### src/rtl/demux_2_bit_reg_pkg.sv
// Shared base-module definitions for the slot demultiplexer: FSM encodings,
// the full-mask constant and a slot-to-mask-bit helper.
package demux_2_bit_reg_pkg;

  localparam logic [1:0] EMPTY   = 2'd0;
  localparam logic [1:0] PARTIAL = 2'd1;
  localparam logic [1:0] DONE    = 2'd2;

  localparam logic [3:0] MASK_FULL = 4'b1111;

  function automatic logic [3:0] slot_bit(input logic [1:0] sel);
    return 4'b0001 << sel;
  endfunction

endpackage

### src/rtl/demux_2_bit_reg_slot.sv
// One output slot: a DATA_WIDTH register with load enable and asynchronous
// active-low reset. Data is only ever cleared by reset.
module demux_slot_reg #(
  parameter int unsigned DATA_WIDTH = 1
) (
  input  logic                  clk,
  input  logic                  reset_n,
  input  logic                  load,
  input  logic [DATA_WIDTH-1:0] d,
  output logic [DATA_WIDTH-1:0] q
);

  always_ff @(posedge clk or negedge reset_n) begin
    if (!reset_n) begin
      q <= '0;
    end else if (load) begin
      q <= d;
    end
  end

endmodule

### src/rtl/demux_2_bit_reg.sv
// Registered 1-to-4 demultiplexer: scatters slot-addressed writes into a
// 4-slot word, tracks filled slots and pulses on completion or overwrite.
module demux_2_bit_reg
  import demux_2_bit_reg_pkg::*;
#(
  parameter int unsigned DATA_WIDTH = 1
) (
  input  logic                    clk,
  input  logic                    reset_n,
  input  logic                    write_enable,
  input  logic [1:0]              selector,
  input  logic [DATA_WIDTH-1:0]   data_input,
  input  logic                    clear,
  output logic [4*DATA_WIDTH-1:0] data_output,
  output logic [3:0]              written_mask,
  output logic                    word_valid,
  output logic                    overwrite_error
);

  logic [1:0] state;
  logic [1:0] state_next;
  logic [3:0] mask_next;
  logic       word_valid_next;
  logic       overwrite_next;
  logic       write_accept;
  logic [3:0] sel_bit;
  logic [3:0] mask_merged;

  assign write_accept = write_enable & ~clear;
  assign sel_bit      = slot_bit(selector);
  assign mask_merged  = written_mask | sel_bit;

  for (genvar n = 0; n < 4; n++) begin : g_slot
    demux_slot_reg #(
      .DATA_WIDTH(DATA_WIDTH)
    ) u_slot (
      .clk    (clk),
      .reset_n(reset_n),
      .load   (write_accept & (selector == 2'(n))),
      .d      (data_input),
      .q      (data_output[n*DATA_WIDTH +: DATA_WIDTH])
    );
  end

  // Clear wins over any write; DONE lasts one cycle and a write there opens a new word.
  always_comb begin
    state_next      = state;
    mask_next       = written_mask;
    word_valid_next = 1'b0;
    overwrite_next  = 1'b0;
    if (clear) begin
      state_next = EMPTY;
      mask_next  = '0;
    end else begin
      case (state)
        EMPTY: begin
          if (write_enable) begin
            mask_next  = sel_bit;
            state_next = PARTIAL;
          end
        end
        PARTIAL: begin
          if (write_enable) begin
            if ((written_mask & sel_bit) != '0) begin
              overwrite_next = 1'b1;
            end else if (mask_merged == MASK_FULL) begin
              mask_next       = '0;
              word_valid_next = 1'b1;
              state_next      = DONE;
            end else begin
              mask_next = mask_merged;
            end
          end
        end
        DONE: begin
          if (write_enable) begin
            mask_next  = sel_bit;
            state_next = PARTIAL;
          end else begin
            mask_next  = '0;
            state_next = EMPTY;
          end
        end
        default: begin
          mask_next  = '0;
          state_next = EMPTY;
        end
      endcase
    end
  end

  always_ff @(posedge clk or negedge reset_n) begin
    if (!reset_n) begin
      state           <= EMPTY;
      written_mask    <= '0;
      word_valid      <= 1'b0;
      overwrite_error <= 1'b0;
    end else begin
      state           <= state_next;
      written_mask    <= mask_next;
      word_valid      <= word_valid_next;
      overwrite_error <= overwrite_next;
    end
  end

endmodule

### config.mk
export PLATFORM = sky130hd
export DESIGN_NAME = demux_2_bit_reg
export DESIGN_NICKNAME = d
export VERILOG_FILES = /design/src/rtl/demux_2_bit_reg_pkg.sv /design/src/rtl/demux_2_bit_reg_slot.sv /design/src/rtl/demux_2_bit_reg.sv
export SDC_FILE = /design/constraint.sdc
export NUM_CORES = 1
export LEC_CHECK = 0
export CAP_MARGIN = 30
export CORE_AREA = 2 2 42 44
export DETAILED_ROUTE_END_ITERATION = 7
export DIE_AREA = 0 0 44 46
export PLACE_DENSITY_LB_ADDON = 0.08
export SYNTH_ARGS = -nofsm -noshare
export SYNTH_HDL_FRONTEND = slang
export SYNTH_SLANG_ARGS = --single-unit
### constraint.sdc
create_clock -name clk -period 1.9 [get_ports clk]
set_clock_uncertainty 0.1 [all_clocks]
set_input_delay 0.475 -clock clk [delete_from_list [all_inputs] [get_ports clk]]
set_output_delay 0.475 -clock clk [all_outputs]
set_load 0.01 [all_outputs]
==> impl_metrics.tcl, run 1 <==
set metrics [dict create \
    holdPathStages 1 \
    synthToLayoutAreaGrowth_pct 43.6 \
    fmax_mhz 544 \
    h-tree-depth 1 \
    start_util_pct 41.6 \
    place_hpwl_um 1110 \
    die_x_um 44 \
    slew_violations 0 \
    layout_common_cells "13 x clkdlybuf4s50_1, 13 x buf_4, 8 x dfrtp_1" \
    drt-total-wl_um 1510 \
    drtIter0Drc 11 \
    drive_above_1_share_pct 36.1 \
    hold_viol_final 0 \
    dr.pass1.iters 4 \
    synth_top_cell_by_area "dfrtp_1" \
    slowest_delay_ns 0.55 \
    clkTransAtPathRegs_ns 0.09 \
    hold_path_class "reg2reg" \
    maxCapViolations 0 \
    ys_types 29 \
    hp-start "g_slot[3].u_slot.q$_DFFE_PN0P_" \
    antenna_left 0 \
    core.rowCount 15 \
    core-area_mm2 0.00161 \
    fin_crit_ns 1.84 \
    track_usage_pct 17.7 \
    pwr_density_cell_mw_per_mm2 690 \
    required_ns 1.32 \
    cpLargestDelayFamily "buffers and inverters" \
    crit_fanout 7 \
    routabilityCongestion 0.760 \
    syn_area_per_cell_um2 12.2 \
    synth_area_um2 672 \
    min_to "g_slot[3].u_slot.q$_DFFE_PN0P_" \
    antenna_cells 0 \
    placed_area_um2 908 \
    clock_latency_ns 0.28 \
    worstPathArrival_ns 1.26 \
    p_leak_nw 0.476 \
    r2r_setup_slack_ns 0.14 \
    numCtsBuffers 3 \
    wl_per_cell_um 15.1 \
    finalWorstSetupSlack_ns 0.0632 \
    worstSetupStartpointType "flip-flop" \
    cts_root_buffer "clkbuf_4" \
    status "complete, no violations" \
    reg2reg_to "written_mask[0]$_DFFE_PN0P_" \
    final_nets 91 \
    cts_tree "done" \
    dr_total_vias 565 \
    grt_max_degree 13 \
    rr_startpoint "written_mask[3]$_DFFE_PN0P_" \
    syn_nets 62 \
    worst_slew_pin_slew_ns 0.538 \
    end_kind "primary output" \
    antenna_found_initial 0 \
    fp.dieH_um 46 \
    io_pins 17 \
    cts_hold_buf 0 \
    maxSlewHeadroom_pct 64.0 \
    pre_cts_slack_ns -0.386 \
    worstSetupPathType "reg2out" \
    grt_overflow 0 \
    rsz0062_at_grt "no" \
    yosysWarnings 0 \
    drc 0 \
    critPathSlowestCell "clkdlybuf4s50_1" \
    holdWs_ns 0.417 \
    vdd_drop_max_mv 0.518 \
    yosysTopAreaCellShare_pct 44.7 \
    post-route-period-util_pct 96.7 \
    grt_pass1_vias 537 \
    die_area_mm2 0.00202 \
    yosysSeqAreaShare_pct 44.7 \
    io_buffers 16 \
    grt_first_pass_wirelength_um 2500 \
    vias_per_cell 5.65 \
    r2r_cells 4 \
    yosys_register_bits 12 \
    cp_cell_sequence "clkdlybuf4s50_1" \
    synthCells 55 \
    netlist_top_cells_area "dfrtp_1 45%, mux2_2 6.7%, a22o_1 5.2%" \
    setup_tns_ns 0 \
    cts_max_path_buffers 2 \
    fin_area_um2 965 \
    setup-violations-final 0 \
    cts_sinks 12 \
    path_buf_inv 1 \
]
==> state kept, by name, summed over array words and instances, names as in the netlist <==
signal,count
written_mask,4
g_slot.u_slot.q,4
word_valid,1
overwrite_error,1
state,2
==> routing by layer <==
metal / global-route usage (%) / share of wire, % / vias to the layer above
met5: 0 / 0 / -
met4: 1.82 / 0.53 / 0
met3: 5.95 / 5.2 / 2
met2: 27.6 / 48 / 17
met1: 24.7 / 46 / 281
li1: - / - / 265
==> where the power goes <==
group	switching (mW)	internal [mW]
combinational	0.0586	0.0939
clock	0.0942	0.117
sequential	0.0204	0.282
total	0.173	0.492
==> through the flow <==
step	total power [mW]	cells	util, %
6_report	0.665	100	59.8
3_5_place_dp	0.460	95	56.3
4_1_cts	0.673	99	59.1
5_1_grt	0.700	100	59.8
3_3_place_gp	0.457	95	56.3
2_1_floorplan	0.391	55	-
==> area by class of cell <==
class / instances / area, um2
fillers: 137 / 649
flip-flops and latches: 12 / 305
multi-input cells: 37 / 340
repair buffers: 29 / 258
clock buffers: 4 / 36.3
well taps: 17 / 21.3
inverters: 1 / 3.75
==> cells in the mapped netlist, drive strengths merged <==
cell	n
inv	1
o21ai	2
o41ai	1
nand3b	1
nor3b	2
or3b	1
nor2b	4
a221o	1
o211a	2
nand3	1
mux2	4
and4b	1
nand2b	1
a21oi	1
maj3	1
a22o	4
nand2	1
mux4	1
a32o	2
or3	1
buf	5
and3b	1
nor2	2
and3	2
dfrtp	12
==> logic make-up (layout without fill, tap and decap cells) <==
family | Yosys count | count (layout) | share of synthesized area, %
AO/OA/AOI/OAI | 13 | 13 | 19.7
buffers and inverters | 6 | 34 | 5.77
adder cells (fa/ha/maj) | 1 | 1 | 1.49
AND/OR/NAND/NOR | 18 | 18 | 17.7
multiplexers | 5 | 5 | 10.6
flip-flops | 12 | 12 | 44.7
==> timing repair <==
action / CTS / global route
buffers inserted: 0 / 1
pin swaps: 2 / 0
setup endpoints to repair: 8 / 3
gates cloned: 0 / 0
resized for setup: 6 / 2
==> worst max path at each step <==
| stage | from | to | slack, ns | cells after the start |
|---|---|---|---|---|
| floorplan | selector[1] | state[0]$_DFFE_PN0P_ | 0.1 | 5 |
| global placement | selector[1] | state[0]$_DFFE_PN0P_ | -0.38 | 5 |
| detailed placement | selector[1] | state[0]$_DFFE_PN0P_ | -0.39 | 5 |
| CTS | written_mask[0]$_DFFE_PN0P_ | written_mask[0] | 0.009 | 1 |
| global route | written_mask[2]$_DFFE_PN0P_ | written_mask[2] | 0.03 | 1 |
| finish | written_mask[2]$_DFFE_PN0P_ | written_mask[2] | 0.06 | 1 |
Note: power is estimated with default switching activity, not from simulation.
==> run 2: changes to the inputs <==
--- a/config.mk
+++ b/config.mk
@@ -6,9 +6,9 @@
 export NUM_CORES = 1
 export LEC_CHECK = 0
 export CAP_MARGIN = 30
-export CORE_AREA = 2 2 42 44
+export CORE_AREA = 5 5 45 47
 export DETAILED_ROUTE_END_ITERATION = 7
-export DIE_AREA = 0 0 44 46
+export DIE_AREA = 0 0 50 52
 export PLACE_DENSITY_LB_ADDON = 0.08
 export SYNTH_ARGS = -nofsm -noshare
 export SYNTH_HDL_FRONTEND = slang
==> impl_metrics.tcl, run 2 (synthesis gave the netlist of run 1 again) <==
set metrics [dict create \
    holdPathStages 1 \
    maxSlewHeadroom_pct 63.4 \
    r2r_cells 4 \
    maxCapViolations 0 \
    r2r_setup_slack_ns 0.15 \
    place_hpwl_um 1170 \
    layout_common_cells "14 x clkdlybuf4s50_1, 11 x buf_4, 8 x dfrtp_1" \
    setup-violations-final 0 \
    synthToLayoutAreaGrowth_pct 38.5 \
    hold_viol_final 0 \
    vdd_drop_max_mv 0.430 \
    rsz0062_at_grt "no" \
    vias_per_cell 5.37 \
    grt_max_degree 13 \
    cts_hold_buf 0 \
    track_usage_pct 13.4 \
    die_area_mm2 0.00260 \
    io_pins 17 \
    required_ns 1.32 \
    start_util_pct 41.6 \
    fillers 147 \
    cts_max_path_buffers 2 \
    cp_cell_sequence "clkdlybuf4s50_1" \
    clkTransAtPathRegs_ns 0.08 \
    fin_crit_ns 1.83 \
    seqPwrFrac_pct 49.7 \
    hold_path_class "reg2reg" \
    power_frac_comb_pct 25.0 \
    grt_overflow 0 \
    setup_tns_ns 0 \
    cts_tree "done" \
    slowest_delay_ns 0.56 \
    clock_power_share_pct 25.4 \
    io_buffers 16 \
    final_nets 89 \
    critPathSlowestCell "clkdlybuf4s50_1" \
    p_int_uw 448 \
    pwr_density_cell_mw_per_mm2 652 \
    routabilityCongestion 0.766 \
    path_buf_inv 1 \
    grt_pass1_vias 552 \
    dr.pass1.iters 3 \
    dr_total_vias 521 \
    fp.dieH_um 52 \
    fmax_mhz 547 \
    wl_per_cell_um 15.6 \
    antenna_found_initial 0 \
    antenna_left 0 \
    drive_above_1_share_pct 35.0 \
    drt-total-wl_um 1510 \
    holdWs_ns 0.410 \
    numCtsBuffers 3 \
    drtIter0Drc 5 \
    cpLargestDelayFamily "buffers and inverters" \
    die_x_um 50 \
    worst_slew_pin_slew_ns 0.548 \
    worstSetupStartpointType "flip-flop" \
    post-route-period-util_pct 96.2 \
    cts_root_buffer "clkbuf_4" \
    multi_input_area_um2 338 \
    p_switching_uw 159 \
    drc 0 \
    core.rowCount 15 \
    h-tree-depth 1 \
    status "complete, no violations" \
    slew_violations 0 \
    critical_path_depth 1 \
    switching_share_pct 26.2 \
    antenna_cells 0 \
    crit_fanout 7 \
    grt_first_pass_wirelength_um 2600 \
    clock_latency_ns 0.27 \
    end_kind "primary output" \
    core-area_mm2 0.00161 \
    ff_latch_area_um2 305 \
    worstPathArrival_ns 1.25 \
    final_common_cell "clkdlybuf4s50_1" \
    top_regs "g_slot.u_slot.q: 4 flops, written_mask: 4 flops, state: 2 flops" \
    worstSetupPathType "reg2out" \
    p_leak_nw 0.441 \
    cts_sinks 12 \
]
## run 2: worst paths after layout
path	endpoint	from
setup / recovery	written_mask[2]	written_mask[2]$_DFFE_PN0P_
hold / removal	g_slot[3].u_slot.q$_DFFE_PN0P_	g_slot[3].u_slot.q$_DFFE_PN0P_
setup reg to reg	written_mask[3]$_DFFE_PN0P_	written_mask[3]$_DFFE_PN0P_
hold reg to reg	g_slot[3].u_slot.q$_DFFE_PN0P_	g_slot[3].u_slot.q$_DFFE_PN0P_
max in group asynchronous	written_mask[1]$_DFFE_PN0P_	reset_n
min in group asynchronous	state[0]$_DFFE_PN0P_	reset_n
## run 2: repair_timing
item,in CTS,in global routing
pin swaps,2,0
gates resized for setup,4,3
setup buffers,0,0
setup endpoints to repair,6,3
## run 2: cell type report
type | count | area share [%]
Multi-Input combinational cell | 37 | 36.3
Sequential cell | 12 | 32.8
Timing Repair Buffer | 27 | 25.8
Clock buffer | 3 | 2.42
Tap cell | 17 | 2.28
Inverter | 1 | 0.403
## run 2: power by group through the flow
stage / registers (mW) / logic (mW) / clock network, mW
after floorplan: 0.302 / 0.0890 / 0
after global placement: 0.305 / 0.152 / 0
after global routing: 0.307 / 0.164 / 0.175
final: 0.302 / 0.151 / 0.154
after detailed placement: 0.306 / 0.154 / 0
after CTS: 0.302 / 0.153 / 0.162
## run 2: per-stage QoR
stage	cell area (um2)	worst slack [ns]	util, %	cells	power, mW
finish	931	0.0731	57.7	97	0.607
global route	931	0.0119	57.7	97	0.646
CTS	923	0.00350	57.2	97	0.616
detailed placement	901	-0.353	55.8	94	0.460
global placement	901	-0.312	55.8	94	0.457
floorplan	672	0.0958	-	55	0.391
## run 2: metal layers
layer | track usage, % | share of wire [%] | up-vias
li1 | - | - | 257
met1 | 15.9 | 45 | 257
met2 | 21.5 | 51 | 7
met3 | 6.30 | 4.3 | 0
met4 | 3.93 | 0 | 0
met5 | 0 | 0 | -
==> run 3: changes to the inputs <==
--- a/config.mk
+++ b/config.mk
@@ -9,6 +9,7 @@
 export CORE_AREA = 5 5 45 47
 export DETAILED_ROUTE_END_ITERATION = 7
 export DIE_AREA = 0 0 50 52
+export MAX_ROUTING_LAYER = met4
 export PLACE_DENSITY_LB_ADDON = 0.08
 export SYNTH_ARGS = -nofsm -noshare
 export SYNTH_HDL_FRONTEND = slang
==> impl_metrics.tcl, run 3 (synthesis gave the netlist of run 1 again) <==
set metrics [dict create \
    setup-violations-final 0 \
    cts_max_path_buffers 2 \
    utilization_pct 57.7 \
    p_leak_nw 0.441 \
    h-tree-depth 1 \
    status "complete, no violations" \
    wl_per_cell_um 15.6 \
    clock_latency_ns 0.27 \
    place_hpwl_um 1170 \
    end_kind "primary output" \
    die_x_um 50 \
    die_area_mm2 0.00260 \
    crit_fanout 7 \
    numCtsBuffers 3 \
    clkTransAtPathRegs_ns 0.08 \
    worst_slew_pin_slew_ns 0.547 \
    dr_wl_met2_um 771 \
    setup_tns_ns 0 \
    top_layer "met3" \
    rr_startpoint "written_mask[3]$_DFFE_PN0P_" \
    cts_tree "done" \
    cpLargestDelayFamily "buffers and inverters" \
    cp_cell_sequence "clkdlybuf4s50_1" \
    maxCapViolations 0 \
    core-area_mm2 0.00161 \
    fp.dieH_um 52 \
    fin_cells 97 \
    grt_overflow 0 \
    io_pins 17 \
    hp-start "g_slot[3].u_slot.q$_DFFE_PN0P_" \
    drtIter0Drc 5 \
    power_uw 607 \
    dr.pass1.iters 3 \
    final_nets 89 \
    worstPathArrival_ns 1.25 \
    pwr_density_cell_mw_per_mm2 652 \
    layout_common_cells "14 x clkdlybuf4s50_1, 11 x buf_4, 8 x dfrtp_1" \
    hold_viol_final 0 \
    r2r_cells 4 \
    final_common_cell "clkdlybuf4s50_1" \
    reg2reg_to "written_mask[3]$_DFFE_PN0P_" \
    start_util_pct 41.6 \
    grt_max_degree 13 \
    required_ns 1.32 \
    fmax_mhz 547 \
    holdPathStages 1 \
    hold_path_class "reg2reg" \
    critPathSlowestCell "clkdlybuf4s50_1" \
    cts_setup_buffers 0 \
    io_buffers 16 \
    core.rowCount 15 \
    antenna_found_initial 0 \
    worstSetupStartpointType "flip-flop" \
    grt_first_pass_wirelength_um 2600 \
    post-route-period-util_pct 96.1 \
    cts_root_buffer "clkbuf_4" \
    routabilityCongestion 0.777 \
    rsz0062_at_grt "no" \
    fin_crit_ns 1.83 \
    drt-total-wl_um 1510 \
    antenna_left 0 \
    cts_hold_buf 0 \
    dp.cells 94 \
    slowest_delay_ns 0.56 \
    track_usage_pct 13.8 \
    antenna_cells 0 \
    slew_violations 0 \
    vdd_drop_max_mv 0.430 \
    synthToLayoutAreaGrowth_pct 38.5 \
    min_to "g_slot[3].u_slot.q$_DFFE_PN0P_" \
    wl_met1_um 669 \
    drive_above_1_share_pct 35.0 \
    dr_total_vias 523 \
    r2r_setup_slack_ns 0.15 \
    dr_wl_met3_um 67 \
    top_regs "g_slot.u_slot.q: 4 flops, written_mask: 4 flops, state: 2 flops" \
    vias_per_cell 5.39 \
    drc 0 \
    cts_sinks 12 \
    grt_pass1_vias 550 \
    path_buf_inv 1 \
    worstSetupPathType "reg2out" \
    maxSlewHeadroom_pct 63.4 \
]
[run 3: cell counts in the layout (fill, tap and decap cells not counted)]
Identical to the previous run, type by type.
[run 3: repair_timing]
item,4_1_cts,5_1_grt
gates cloned,0,0
setup endpoints to repair,6,3
resized for setup,4,3
pin swaps,2,0
[run 3: area by class of cell]
class	instances	area [um2]
clock buffer	3	22.5
tap	17	21.3
timing repair buffer	27	240
inverter	1	3.75
sequential	12	305
multi-input combinational	37	338
fill	147	683
[run 3: worst max path at each step]
stage                     slack [ns]                     endpoint  depth (start not counted)                   startpoint
after floorplan                  0.1         state[0]$_DFFE_PN0P_                          5                  selector[1]
after global placement         -0.31         state[0]$_DFFE_PN0P_                          5                  selector[1]
after detailed placement       -0.35  written_mask[3]$_DFFE_PN0P_                          5                  selector[0]
after CTS                      0.004              written_mask[0]                          1  written_mask[0]$_DFFE_PN0P_
after global routing            0.01              written_mask[3]                          1  written_mask[3]$_DFFE_PN0P_
final                           0.07              written_mask[2]                          1  written_mask[2]$_DFFE_PN0P_
[run 3: routing by layer]
metal / GRT usage [%] / up-vias
met3: 6.30 / 0
met5: - / -
li1: - / 257
met1: 15.9 / 259
met4: 3.93 / 0
met2: 21.5 / 7
[run 3: worst register-to-register path, stage by stage, from the launching register on]
cell and delay (ns):
dfrtp_2 0.45, and4b_1 0.23, a32o_2 0.26, o41ai_4 0.42, a22o_1 0.22
[run 3: stage by stage]
step	setup slack, ns	area (um2)	hold WS [ns]
2_1_floorplan	0.0958	672	0.0794
3_5_place_dp	-0.353	901	0.398
5_1_grt	0.0119	931	0.431
3_3_place_gp	-0.312	901	0.395
6_report	0.0732	931	0.410
4_1_cts	0.00350	923	0.412
[run 3: report_power, final]
group / leakage [nW] / switching [mW] / internal [mW] / total (mW)
clock: 0.0138 / 0.0804 / 0.0733 / 0.154
sequential: 0.151 / 0.0199 / 0.282 / 0.302
combinational: 0.276 / 0.0586 / 0.0929 / 0.152
total: 0.441 / 0.159 / 0.448 / 0.607
